File: src/rtl/vga_mem_pkg.sv
// Shared video-memory constants and the per-cycle slot owner encoding
// for the VRAM port-A arbiter.
package vga_mem_pkg;
  localparam int VRAM_ADDR_W = 17;
  localparam int VRAM_DATA_W = 8;
  localparam int VRAM_RD_LAT = 1;

  typedef enum logic [1:0] {
    SLOT_IDLE   = 2'd0,
    SLOT_REND   = 2'd1,
    SLOT_ENG_RD = 2'd2,
    SLOT_WB     = 2'd3
  } slot_e;
endpackage

File: src/rtl/vram_write_buffer.sv
// Posted-write FIFO of {addr,data} entries. The caller never pushes when full
// or pops when empty, so the pointers are free-running modulo DEPTH.
module vram_write_buffer import vga_mem_pkg::*; #(
  parameter int ADDR_W = VRAM_ADDR_W,
  parameter int DATA_W = VRAM_DATA_W,
  parameter int DEPTH  = 4
) (
  input  logic                      gclk,
  input  logic                      grst_n,
  input  logic                      push,
  input  logic [ADDR_W-1:0]         push_addr,
  input  logic [DATA_W-1:0]         push_data,
  input  logic                      pop,
  output logic [ADDR_W-1:0]         head_addr,
  output logic [DATA_W-1:0]         head_data,
  output logic [$clog2(DEPTH):0]    count,
  output logic                      full,
  output logic                      empty
);
  localparam int PTR_W = $clog2(DEPTH);
  localparam int CNT_W = PTR_W + 1;

  logic [ADDR_W+DATA_W-1:0] store [DEPTH];
  logic [PTR_W-1:0]         wr_ptr, rd_ptr;

  always_ff @(posedge gclk or negedge grst_n) begin
    if (!grst_n) begin
      wr_ptr <= '0;
      rd_ptr <= '0;
      count  <= '0;
    end else begin
      if (push) wr_ptr <= wr_ptr + 1'b1;
      if (pop)  rd_ptr <= rd_ptr + 1'b1;
      case ({push, pop})
        2'b10:   count <= count + 1'b1;
        2'b01:   count <= count - 1'b1;
        default: ;
      endcase
    end
  end

  // Payload needs no reset: an empty FIFO is never read.
  always_ff @(posedge gclk) begin
    if (push) store[wr_ptr] <= {push_addr, push_data};
  end

  assign {head_addr, head_data} = store[rd_ptr];
  assign full  = (count == CNT_W'(DEPTH));
  assign empty = (count == '0);
endmodule

File: src/rtl/vram_access_arbiter.sv
// Single-port VRAM arbiter: renderer fetch has strict priority, engine reads
// take idle slots, engine writes are posted and drained in leftover slots.
module vram_access_arbiter import vga_mem_pkg::*; #(
  parameter int ADDR_W       = VRAM_ADDR_W,
  parameter int DATA_W       = VRAM_DATA_W,
  parameter int RD_LAT       = VRAM_RD_LAT,
  parameter int WB_DEPTH     = 4,
  parameter int STARVE_LIMIT = 1023
) (
  input  logic                      clk_25mhz,
  input  logic                      reset_n,
  input  logic                      rend_req,
  input  logic [ADDR_W-1:0]         rend_addr,
  output logic [DATA_W-1:0]         rend_data,
  output logic                      rend_valid,
  input  logic                      eng_req,
  input  logic                      eng_we,
  input  logic [ADDR_W-1:0]         eng_addr,
  input  logic [DATA_W-1:0]         eng_wdata,
  output logic                      eng_ack,
  output logic [DATA_W-1:0]         eng_rdata,
  output logic                      eng_rvalid,
  output logic [ADDR_W-1:0]         mem_addr,
  output logic [DATA_W-1:0]         mem_din,
  output logic                      mem_we,
  input  logic [DATA_W-1:0]         mem_dout,
  output logic [$clog2(WB_DEPTH):0] wb_count,
  output logic                      eng_starved
);
  localparam int STAGES = 1 + RD_LAT;
  localparam int SC_W   = $clog2(STARVE_LIMIT + 2);

  slot_e             slot;
  logic              wb_full, wb_empty, wb_push, wb_pop;
  logic [ADDR_W-1:0] wb_addr;
  logic [DATA_W-1:0] wb_data;
  logic              rd_issue, rd_busy;
  logic [STAGES:1]   rend_vld, eng_vld;
  logic [SC_W-1:0]   starve_cnt, starve_nxt;

  // Only one engine read may be outstanding; it is busy until its data returns.
  assign rd_busy  = |eng_vld;
  assign rd_issue = eng_req & ~eng_we & wb_empty & ~rd_busy & ~rend_req;
  assign wb_push  = eng_req & eng_we & ~wb_full;
  assign eng_ack  = wb_push | rd_issue;

  always_comb begin
    slot = SLOT_IDLE;
    if (rend_req)       slot = SLOT_REND;
    else if (rd_issue)  slot = SLOT_ENG_RD;
    else if (!wb_empty) slot = SLOT_WB;
  end

  assign wb_pop = (slot == SLOT_WB);

  vram_write_buffer #(
    .ADDR_W (ADDR_W),
    .DATA_W (DATA_W),
    .DEPTH  (WB_DEPTH)
  ) u_wb (
    .gclk      (clk_25mhz),
    .grst_n    (reset_n),
    .push      (wb_push),
    .push_addr (eng_addr),
    .push_data (eng_wdata),
    .pop       (wb_pop),
    .head_addr (wb_addr),
    .head_data (wb_data),
    .count     (wb_count),
    .full      (wb_full),
    .empty     (wb_empty)
  );

  // mem_addr holds through idle slots; mem_din only moves on a drain.
  always_ff @(posedge clk_25mhz or negedge reset_n) begin
    if (!reset_n) begin
      mem_addr <= '0;
      mem_din  <= '0;
      mem_we   <= 1'b0;
    end else begin
      mem_we <= wb_pop;
      case (slot)
        SLOT_REND:   mem_addr <= rend_addr;
        SLOT_ENG_RD: mem_addr <= eng_addr;
        SLOT_WB: begin
          mem_addr <= wb_addr;
          mem_din  <= wb_data;
        end
        default: ;
      endcase
    end
  end

  always_ff @(posedge clk_25mhz or negedge reset_n) begin
    if (!reset_n) begin
      rend_vld <= '0;
      eng_vld  <= '0;
    end else begin
      rend_vld <= {rend_vld[STAGES-1:1], slot == SLOT_REND};
      eng_vld  <= {eng_vld[STAGES-1:1], slot == SLOT_ENG_RD};
    end
  end

  assign rend_valid = rend_vld[STAGES];
  assign rend_data  = rend_valid ? mem_dout : '0;
  assign eng_rvalid = eng_vld[STAGES];
  assign eng_rdata  = eng_rvalid ? mem_dout : '0;

  // Saturates one past the limit so the comparison stays meaningful forever.
  always_comb begin
    starve_nxt = '0;
    if (eng_req && !eng_ack)
      starve_nxt = (starve_cnt > SC_W'(STARVE_LIMIT)) ? starve_cnt : starve_cnt + 1'b1;
  end

  always_ff @(posedge clk_25mhz or negedge reset_n) begin
    if (!reset_n) begin
      starve_cnt  <= '0;
      eng_starved <= 1'b0;
    end else begin
      starve_cnt <= starve_nxt;
      if (starve_nxt > SC_W'(STARVE_LIMIT)) eng_starved <= 1'b1;
    end
  end
endmodule
File: config.mk
export PLATFORM = sky130hd
export DESIGN_NAME = vram_access_arbiter
export DESIGN_NICKNAME = d
export VERILOG_FILES = /design/src/rtl/vga_mem_pkg.sv /design/src/rtl/vram_write_buffer.sv /design/src/rtl/vram_access_arbiter.sv
export SDC_FILE = /design/constraint.sdc
export NUM_CORES = 1
export LEC_CHECK = 0
export ABC_CLOCK_PERIOD_IN_PS = 3700
export CAP_MARGIN = 20
export CORE_MARGIN = 4
export CORE_UTILIZATION = 55
export CTS_CLUSTER_SIZE = 40
export DETAILED_ROUTE_END_ITERATION = 8
export PLACE_DENSITY = 0.82
export SETUP_SLACK_MARGIN = 0.1
export SLEW_MARGIN = 15
export SYNTH_ARGS = -nofsm -noshare
export SYNTH_HDL_FRONTEND = slang
export SYNTH_HIERARCHICAL = 1
export SYNTH_SLANG_ARGS = --single-unit
File: constraint.sdc
create_clock -name clk_25mhz -period 3.7 [get_ports clk_25mhz]
set_clock_uncertainty 0.1 [all_clocks]
set_input_delay 0.555 -clock clk_25mhz [delete_from_list [all_inputs] [get_ports clk_25mhz]]
set_output_delay 0.555 -clock clk_25mhz [all_outputs]
set_load 0.01 [all_outputs]
==> reports/summary.txt, run 1 <==
PLACE
------------------------------------------------------------------------------------------
Setup WS pre-CTS                                                                  0.885 ns
Placed Area                                                                    0.00735 mm2
Detailed Place HPWL                                                                8890 um
Number of buffers added on ports                                                       103
Dpl cells                                                                              616
Placer Congestion                                                                    0.797

YOSYS
------------------------------------------------------------------------------------------
Simple-Gate Fraction of Synth Area                                                  0.0770
Fraction of synthesized cell area taken by the top area cell type                    0.489
Share of synthesized area spent on multiplexers                                      0.122
Number of instances in the synthesized netlist                                         376
Primary FF master, synth                                                          edfxtp_1
Net count of the mapped netlist                                                        438
Adder-Cell Fraction of Synth Area                                                   0.0155
Cell Area, Synth                                                               0.00614 mm2
Post-synthesis xor/xnor area fraction                                               0.0143
Commonest cells in the netlist                                                edfxtp_1, dfrtp_1, nand2_1
Number of unique standard cell types used by synthesis                                  43
Dominant cells by area after synthesis                                        edfxtp_1, dfrtp_1, mux4_2
EDFF count, synth                                                                      100
Sequential area share after synthesis                                                0.688
Complex-gate fraction of the synthesized area                                       0.0578
Flop and latch count out of synthesis                                                  149
Most numerous cell in the Yosys netlist                                           edfxtp_1
Warnings from Yosys                                                                      6
Dominant combinational cell family by area after synthesis                    multiplexers
Avg Cell Area, Syn                                                                16.3 um2
Post-synth top area cell                                                          edfxtp_1
Fraction of synthesis flops using an asynchronous set or reset pin                   0.329

TIMING
------------------------------------------------------------------------------------------
Number of setup violations in the final report                                           0
Unrepaired setup endpoints after global routing                                      false
Final min period                                                                   3.11 ns
Total Negative Setup Slacks                                                           0 ns
Relative max-transition margin                                                       0.420
Period utilization                                                                   0.841
Smallest setup slack after layout                                                 0.590 ns
Max-slew violation count                                                                 0
Maximum clock rate                                                                 322 MHz
Min Hold Slack                                                                    0.266 ns
Transition time at the pin with the least slew margin                             0.871 ns
Final Hold Vio Count                                                                     0

SETUP PATH
------------------------------------------------------------------------------------------
Type of the worst setup path                                                       reg2out
Critical-path cell list                                                       nor3_2, buf_4, nor2b_1, nand2_1, nand2_1, clkdlybuf4s50_1
Critical path's most frequent cell                                                 nand2_1
Cell with the largest stage delay on the worst path                           clkdlybuf4s50_1
Critical path launch point type                                                  flip-flop
Required time reported for the critical path endpoint                              3.04 ns
Delay of the slowest critical-path stage                                           0.53 ns
Worst-case reg-to-reg path depth                                                         6
Crit end category                                                               output pin
Crit path buffers/inverters                                                              2
Dominant delay contributor by cell family on the critical path                buffers and inverters
Crit path max fanout                                                                    20
Depth of the critical timing path with buffers and inverters included                    6
Arrival @ worst endpoint                                                           2.46 ns

LAYOUT
------------------------------------------------------------------------------------------
Area grow syn2layout                                                                 29.4%
Final std cell area, no fill                                                   0.00795 mm2
Nets                                                                                   558
Fill cell total of the finished layout                                                 686
Core occupancy in the finished layout                                                0.730
Antenna Cells                                                                            0
Non-filler cells in the finished layout                                                649
Fraction of layout cells with a size suffix above 1                                  0.181

DRT
------------------------------------------------------------------------------------------
Post-route ant nets                                                                      0
Vias                                                                                  3733
Per-cell via count in the routed design                                               5.75
Final Routed Wirelength                                                           13500 um
Detailed Route Iter0 Violations                                                        318
Number of remaining DRC errors                                                           0
Wire length per cell                                                               20.9 um
Iteration count of the initial detailed-routing pass                                     4

GLOBAL ROUTE
------------------------------------------------------------------------------------------
Overall global routing resource usage                                                0.225
Global-route wire length before repair                                            21800 um
Pin count of the biggest net entering global routing                                    38
Vias in the first global route                                                        4088
Grt total ovfl                                                                           0
Initial antenna violation count                                                          0

CLOCK NETWORK
------------------------------------------------------------------------------------------
Resized cells post-CTS                                                                   0
TritonCTS clock tree                                                                  done
CTS H-tree depth                                                                         4
Insertion delay of the later-clocked pin in the worst-skew pair                    0.52 ns
Maximum clock insertion buffer count                                                     2
# Post-CTS Setup Buffers                                                                 0
Number of CTS-inserted buffers                                                          17
Clock tree root buffer cell                                                       clkbuf_8
Clock edge transition at the registers on the reported setup and hold paths        0.06 ns
Number of sinks on the clock net                                                       149

HOLD PATH
------------------------------------------------------------------------------------------
Worst hold path stage count                                                              0
Min-delay worst type                                                               reg2reg

POWER
------------------------------------------------------------------------------------------
Leakage power total                                                                2.91 nW
Max IR drop VDD                                                                     381 uV
P per Cell Area                                                                 684 mW/mm2
Final Power                                                                        5.44 mW

DIE
------------------------------------------------------------------------------------------
Horizontal die dimension                                                            114 um
Std cell rows                                                                           38
Full die area                                                                   0.0129 mm2
Starting density of the core                                                         0.564
Total core area                                                                 0.0109 mm2
Boundary Pins                                                                          104
Y dimension of the die                                                              114 um

FLOW RUN
------------------------------------------------------------------------------------------
Reported max-cap violation count                                                         0

RUN STATUS
------------------------------------------------------------------------------------------
Outcome                                                                       complete, no violations

[cell type report]
type	count	area [um2]	share of cell area
Tap cell	140	175	0.0220
Multi-Input combinational cell	200	1770	0.222
Clock inverter	14	175	0.0220
Timing Repair Buffer	117	1150	0.144
Sequential cell	149	4230	0.532
Clock buffer	18	418	0.0526
Inverter	11	41.3	0.00519
[logic make-up (layout without fill, tap and decap cells)]
kind of cell,count (synthesis),count (layout)
flops,149,149
compound gates,49,49
xor+xnor,10,10
buf+inv,27,160
simple gates,94,94
mux,40,40
fa+ha+maj,7,7
[timing repair]
| action | 4_1_cts | 5_1_grt |
|---|---|---|
| setup endpoints to repair | 0 | 0 |
| endpoints found under the hold margin | 19 | 0 |
| hold buffers | 1 | 0 |
[power by group]
| part | switching, mW | internal [mW] | total (mW) | leakage (nW) |
|---|---|---|---|---|
| clock network | 0.663 | 1.03 | 1.70 | 0.284 |
| logic | 0.600 | 0.811 | 1.41 | 1.12 |
| registers | 0.256 | 2.07 | 2.33 | 1.51 |
[routing by layer]
metal	up-vias	global-route usage	routed length, um
met5	-	0	0
met4	0	0.0825	281
met3	24	0.0605	1120
met2	189	0.377	6820
met1	1845	0.283	5310
li1	1675	-	-
[cell usage in the layout (no fill, tap or decap), types with 2 or more instances in the layout]
| cell | n |
|---|---|
| inv_1 | 11 |
| edfxtp_1 | 100 |
| or3_1 | 3 |
| clkinvlp_4 | 2 |
| mux2i_1 | 7 |
| a21oi_1 | 8 |
| dfrtp_1 | 48 |
| clkbuf_16 | 16 |
| inv_6 | 3 |
| nand2_1 | 25 |
| nor2b_1 | 2 |
| and2_1 | 21 |
| mux4_1 | 7 |
| o221a_2 | 12 |
| xnor2_1 | 6 |
| ha_1 | 6 |
| o21ai_0 | 22 |
| clkinv_4 | 4 |
| mux4_2 | 18 |
| clkdlybuf4s50_1 | 102 |
| nor3_1 | 3 |
| nand4_1 | 3 |
| buf_4 | 12 |
| a21oi_2 | 2 |
| bufinv_16 | 3 |
| nand3_1 | 2 |
| mux2_2 | 8 |
| nor2_1 | 24 |
| xor2_1 | 4 |
[worst paths after layout]
kind | start | endpoint | slack [ns]
max reg2reg | u_wb/count[0] | u_wb/store[2][23] | 1.33
max in group asynchronous | reset_n | mem_addr[8] | 2.24
max | u_wb/count[0] | eng_ack | 0.59
min reg2reg | rend_vld[1] | rend_vld[2] | 0.27
min in group asynchronous | reset_n | mem_din[7] | 0.47
min | rend_vld[1] | rend_vld[2] | 0.27
[state kept, by name, indices dropped and copies added, names as in the netlist]
name and cells:
mem_addr 17, rend_vld 2, mem_din 8, mem_we 1, u_wb/wr_ptr 2, u_wb/store 100, eng_starved 1, eng_vld 2
u_wb/count 3, starve_cnt 11, u_wb/rd_ptr 2
No activity file was read; power rests on OpenSTA's default activity.
==> inputs of run 2 (changes only) <==
--- a/config.mk
+++ b/config.mk
@@ -5,13 +5,13 @@
 export SDC_FILE = /design/constraint.sdc
 export NUM_CORES = 1
 export LEC_CHECK = 0
-export ABC_CLOCK_PERIOD_IN_PS = 3700
+export ABC_CLOCK_PERIOD_IN_PS = 3100
 export CAP_MARGIN = 20
 export CORE_MARGIN = 4
-export CORE_UTILIZATION = 55
+export CORE_UTILIZATION = 53
 export CTS_CLUSTER_SIZE = 40
 export DETAILED_ROUTE_END_ITERATION = 8
-export PLACE_DENSITY = 0.82
+export PLACE_DENSITY = 0.8
 export SETUP_SLACK_MARGIN = 0.1
 export SLEW_MARGIN = 15
 export SYNTH_ARGS = -nofsm -noshare
==> constraint.sdc (replaced) <==
create_clock -name clk_25mhz -period 3.1 [get_ports clk_25mhz]
set_clock_uncertainty 0.1 [all_clocks]
set_input_delay 0.465 -clock clk_25mhz [delete_from_list [all_inputs] [get_ports clk_25mhz]]
set_output_delay 0.465 -clock clk_25mhz [all_outputs]
set_load 0.01 [all_outputs]
==> run 2 against run 1 <==
Effect of this change:
- final cell count up 0.92%
- wire length down 1.5%
- critical path depth down 1
- via count down 0.11%
- final area down 0.35%
- clock power up 13%
- worst setup slack worse by 0.16 ns
- sequential power up 17%
- count of clock-buffer cells in the layout up 3
- register-to-register slack worse by 0.69 ns
- non-clock buffer count up 3
==> reports/summary.txt, run 2 (synthesis gave the netlist of run 1 again) <==
DIE
------------------------------------------------------------------------------------------
Boundary Pins                                                                          104   unchanged
Y dimension of the die                                                              116 um   +1.7%
Starting density of the core                                                         0.540   -0.0239
Std cell rows                                                                           39   +2.6%
Full die area                                                                   0.0134 mm2   +3.5%
Total core area                                                                 0.0114 mm2   +4.4%
Horizontal die dimension                                                            116 um   +1.7%

LAYOUT
------------------------------------------------------------------------------------------
Multi-input gate area in the final layout                                      0.00177 mm2   unchanged
Largest regs                                                                  u_wb/store x100, mem_addr x17, starve_cnt x11
Area grow syn2layout                                                                 29.0%
Flip-flop count of the largest register after layout                                   100   unchanged
Most common cell after layout, fill and taps aside                            clkdlybuf4s50_1
Antenna Cells                                                                            0   unchanged
Fraction of layout cells with a size suffix above 1                                  0.180   -0.00106
Fill cell total of the finished layout                                                 734   +7.0%
Non-filler cells in the finished layout                                                655   +0.92%
Register with the highest flop count                                            u_wb/store
Core occupancy in the finished layout                                                0.697   -0.0334
Flip-flop and latch area                                                       0.00423 mm2   unchanged
Final std cell area, no fill                                                   0.00792 mm2   -0.35%
Nets                                                                                   561   +0.54%
Most frequent cells in the layout                                             clkdlybuf4s50_1, edfxtp_1, dfrtp_1

SETUP PATH
------------------------------------------------------------------------------------------
Reg-to-reg critical path endpoint                                             u_wb/count[2]
Beginning of the worst register-to-register path                              u_wb/count[1]
Critical path launch point type                                                  input pin
Type of the worst setup path                                                        in2out
Worst-case reg-to-reg path depth                                                        11   +5
Required time reported for the critical path endpoint                              2.53 ns   -0.51 ns
Slack of the worst reg-to-reg path                                                 0.64 ns   -0.69 ns
Crit end category                                                               output pin
Crit path max fanout                                                                     4   -80%
Arrival @ worst endpoint                                                           2.11 ns   -0.35 ns

GLOBAL ROUTE
------------------------------------------------------------------------------------------
Grt total ovfl                                                                           0   unchanged
Initial antenna violation count                                                          0   unchanged
Overall global routing resource usage                                                0.212   -0.0126
Vias in the first global route                                                        3892   -4.8%
Pin count of the biggest net entering global routing                                    29   -24%
Global-route wire length before repair                                            20900 um   -4.2%

DRT
------------------------------------------------------------------------------------------
Per-cell via count in the routed design                                               5.69   -1.0%
Routed length on met3                                                               936 um   -16%
Vias                                                                                  3729   -0.11%
Wl on met1                                                                         5280 um   -0.58%
Final Routed Wirelength                                                           13300 um   -1.5%
Iteration count of the initial detailed-routing pass                                     4   unchanged
Number of remaining DRC errors                                                           0   unchanged
Detailed Route Iter0 Violations                                                        216   -32%
Post-route ant nets                                                                      0   unchanged
Amount of wire on met2 after detailed routing                                      6850 um   +0.43%
Wire length per cell                                                               20.4 um   -2.4%
Max Used Layer                                                                        met4

POWER
------------------------------------------------------------------------------------------
Power Internal                                                                     4.62 mW   +18%
Combinational fraction of design power                                               0.269   +0.009
Leakage power total                                                                2.92 nW   +0.12%
Sequential fraction of design power                                                  0.429   about the same
Max IR drop VDD                                                                     461 uV   +21%
Clock power frac                                                                     0.302   -0.010
NetSw                                                                              1.76 mW   +16%
Net switching share of the total power                                               0.275   -0.00404
P per Cell Area                                                                 804 mW/mm2   +18%

CLOCK NETWORK
------------------------------------------------------------------------------------------
Maximum clock insertion buffer count                                                     2   unchanged
TritonCTS clock tree                                                                  done
Insertion delay of the later-clocked pin in the worst-skew pair                    0.41 ns   -0.11 ns
Clock tree root buffer cell                                                      clkbuf_16
Number of CTS-inserted buffers                                                          17   unchanged
Resized cells post-CTS                                                                   0   unchanged
Clock edge transition at the registers on the reported setup and hold paths        0.06 ns   about the same
Number of sinks on the clock net                                                       149   unchanged
CTS H-tree depth                                                                         4   unchanged
# Post-CTS Setup Buffers                                                                 0   unchanged

TIMING
------------------------------------------------------------------------------------------
Min Hold Slack                                                                    0.268 ns   +0.00161 ns
Final Hold Vio Count                                                                     0   unchanged
Maximum clock rate                                                                 374 MHz
Total Negative Setup Slacks                                                           0 ns   unchanged
Relative max-transition margin                                                       0.420   about the same
Transition time at the pin with the least slew margin                             0.870 ns   -0.000588 ns
Period utilization                                                                   0.862
Unrepaired setup endpoints after global routing                                      false
Number of setup violations in the final report                                           0   unchanged
Max-slew violation count                                                                 0   unchanged
Final min period                                                                   2.67 ns

HOLD PATH
------------------------------------------------------------------------------------------
Worst hold start                                                               rend_vld[1]
Worst hold path stage count                                                              0   unchanged
Min-delay worst type                                                               reg2reg
Terminating pin of the worst hold path                                         rend_vld[2]

PLACE
------------------------------------------------------------------------------------------
Dpl cells                                                                              622   +0.97%
Detailed Place HPWL                                                                8640 um   -2.9%
Number of buffers added on ports                                                       103   unchanged
Placed Area                                                                    0.00736 mm2   +0.19%
Placer Congestion                                                                    0.729   -8.6%

RUN STATUS
------------------------------------------------------------------------------------------
Outcome                                                                       complete, no violations

FLOW RUN
------------------------------------------------------------------------------------------
Reported max-cap violation count                                                         0   unchanged

-- run 2: changes by cell type in the layout (fill, tap and decap cells not counted), moves of 2 or more --
cell and change:
inv_6 -3, clkinv_4 -2, clkinvlp_4 -2, clkinv_2 +5, buf_4 +4, clkbuf_1 +3
-- run 2: worst max-delay path by stage --
stage                  start             to  slack (ns)  cells after the start
2_1_floorplan  u_wb/count[0]  u_wb/count[2]        0.80                      9
3_3_place_gp         eng_req        eng_ack        0.48                      5
3_5_place_dp         eng_req        eng_ack        0.42                      5
4_1_cts              eng_req        eng_ack        0.42                      5
5_1_grt              eng_req        eng_ack        0.28                      5
6_report             eng_req        eng_ack        0.43                      5
-- run 2: layer usage --
metal	track usage	up-vias
met5	0	-
met4	0.0742	0
met3	0.0632	16
met2	0.359	131
met1	0.263	1904
li1	-	1678
-- run 2: what timing repair did --
| item | CTS | global route |
|---|---|---|
| setup endpoints to repair | 0 | 0 |
| hold buffers | 1 | 0 |
| hold endpoints to repair | 23 | 0 |
-- run 2: critical path, stage by stage --
cell,delay (ns)
clkdlybuf4s50_1,0.53
nor4b_1,0.36
nand2_1,0.12
nand2_1,0.09
clkdlybuf4s50_1,0.53
-- run 2: power groups by stage --
stage	clock, mW	sequential, mW	combinational, mW
3_3_place_gp	0	2.76	1.65
6_report	1.92	2.73	1.72
3_5_place_dp	0	2.77	1.70
4_1_cts	1.95	2.74	1.73
5_1_grt	2.04	2.78	1.85
2_1_floorplan	0	2.72	1.06
-- run 2: area by class of cell --
| type | instances | area share |
|---|---|---|
| repair buffers | 120 | 0.146 |
| clock buffers | 21 | 0.0556 |
| clock inverters | 11 | 0.0141 |
| flip-flops and latches | 149 | 0.534 |
| inverters | 11 | 0.00521 |
| well taps | 143 | 0.0226 |
| multi-input cells | 200 | 0.223 |
-- run 2: stage by stage --
| step | power [mW] | worst slack [ns] |
|---|---|---|
| detailed placement | 4.48 | 0.424 |
| finish | 6.37 | 0.428 |
| global placement | 4.41 | 0.477 |
| global route | 6.67 | 0.280 |
| CTS | 6.42 | 0.422 |
| floorplan | 3.78 | 0.803 |
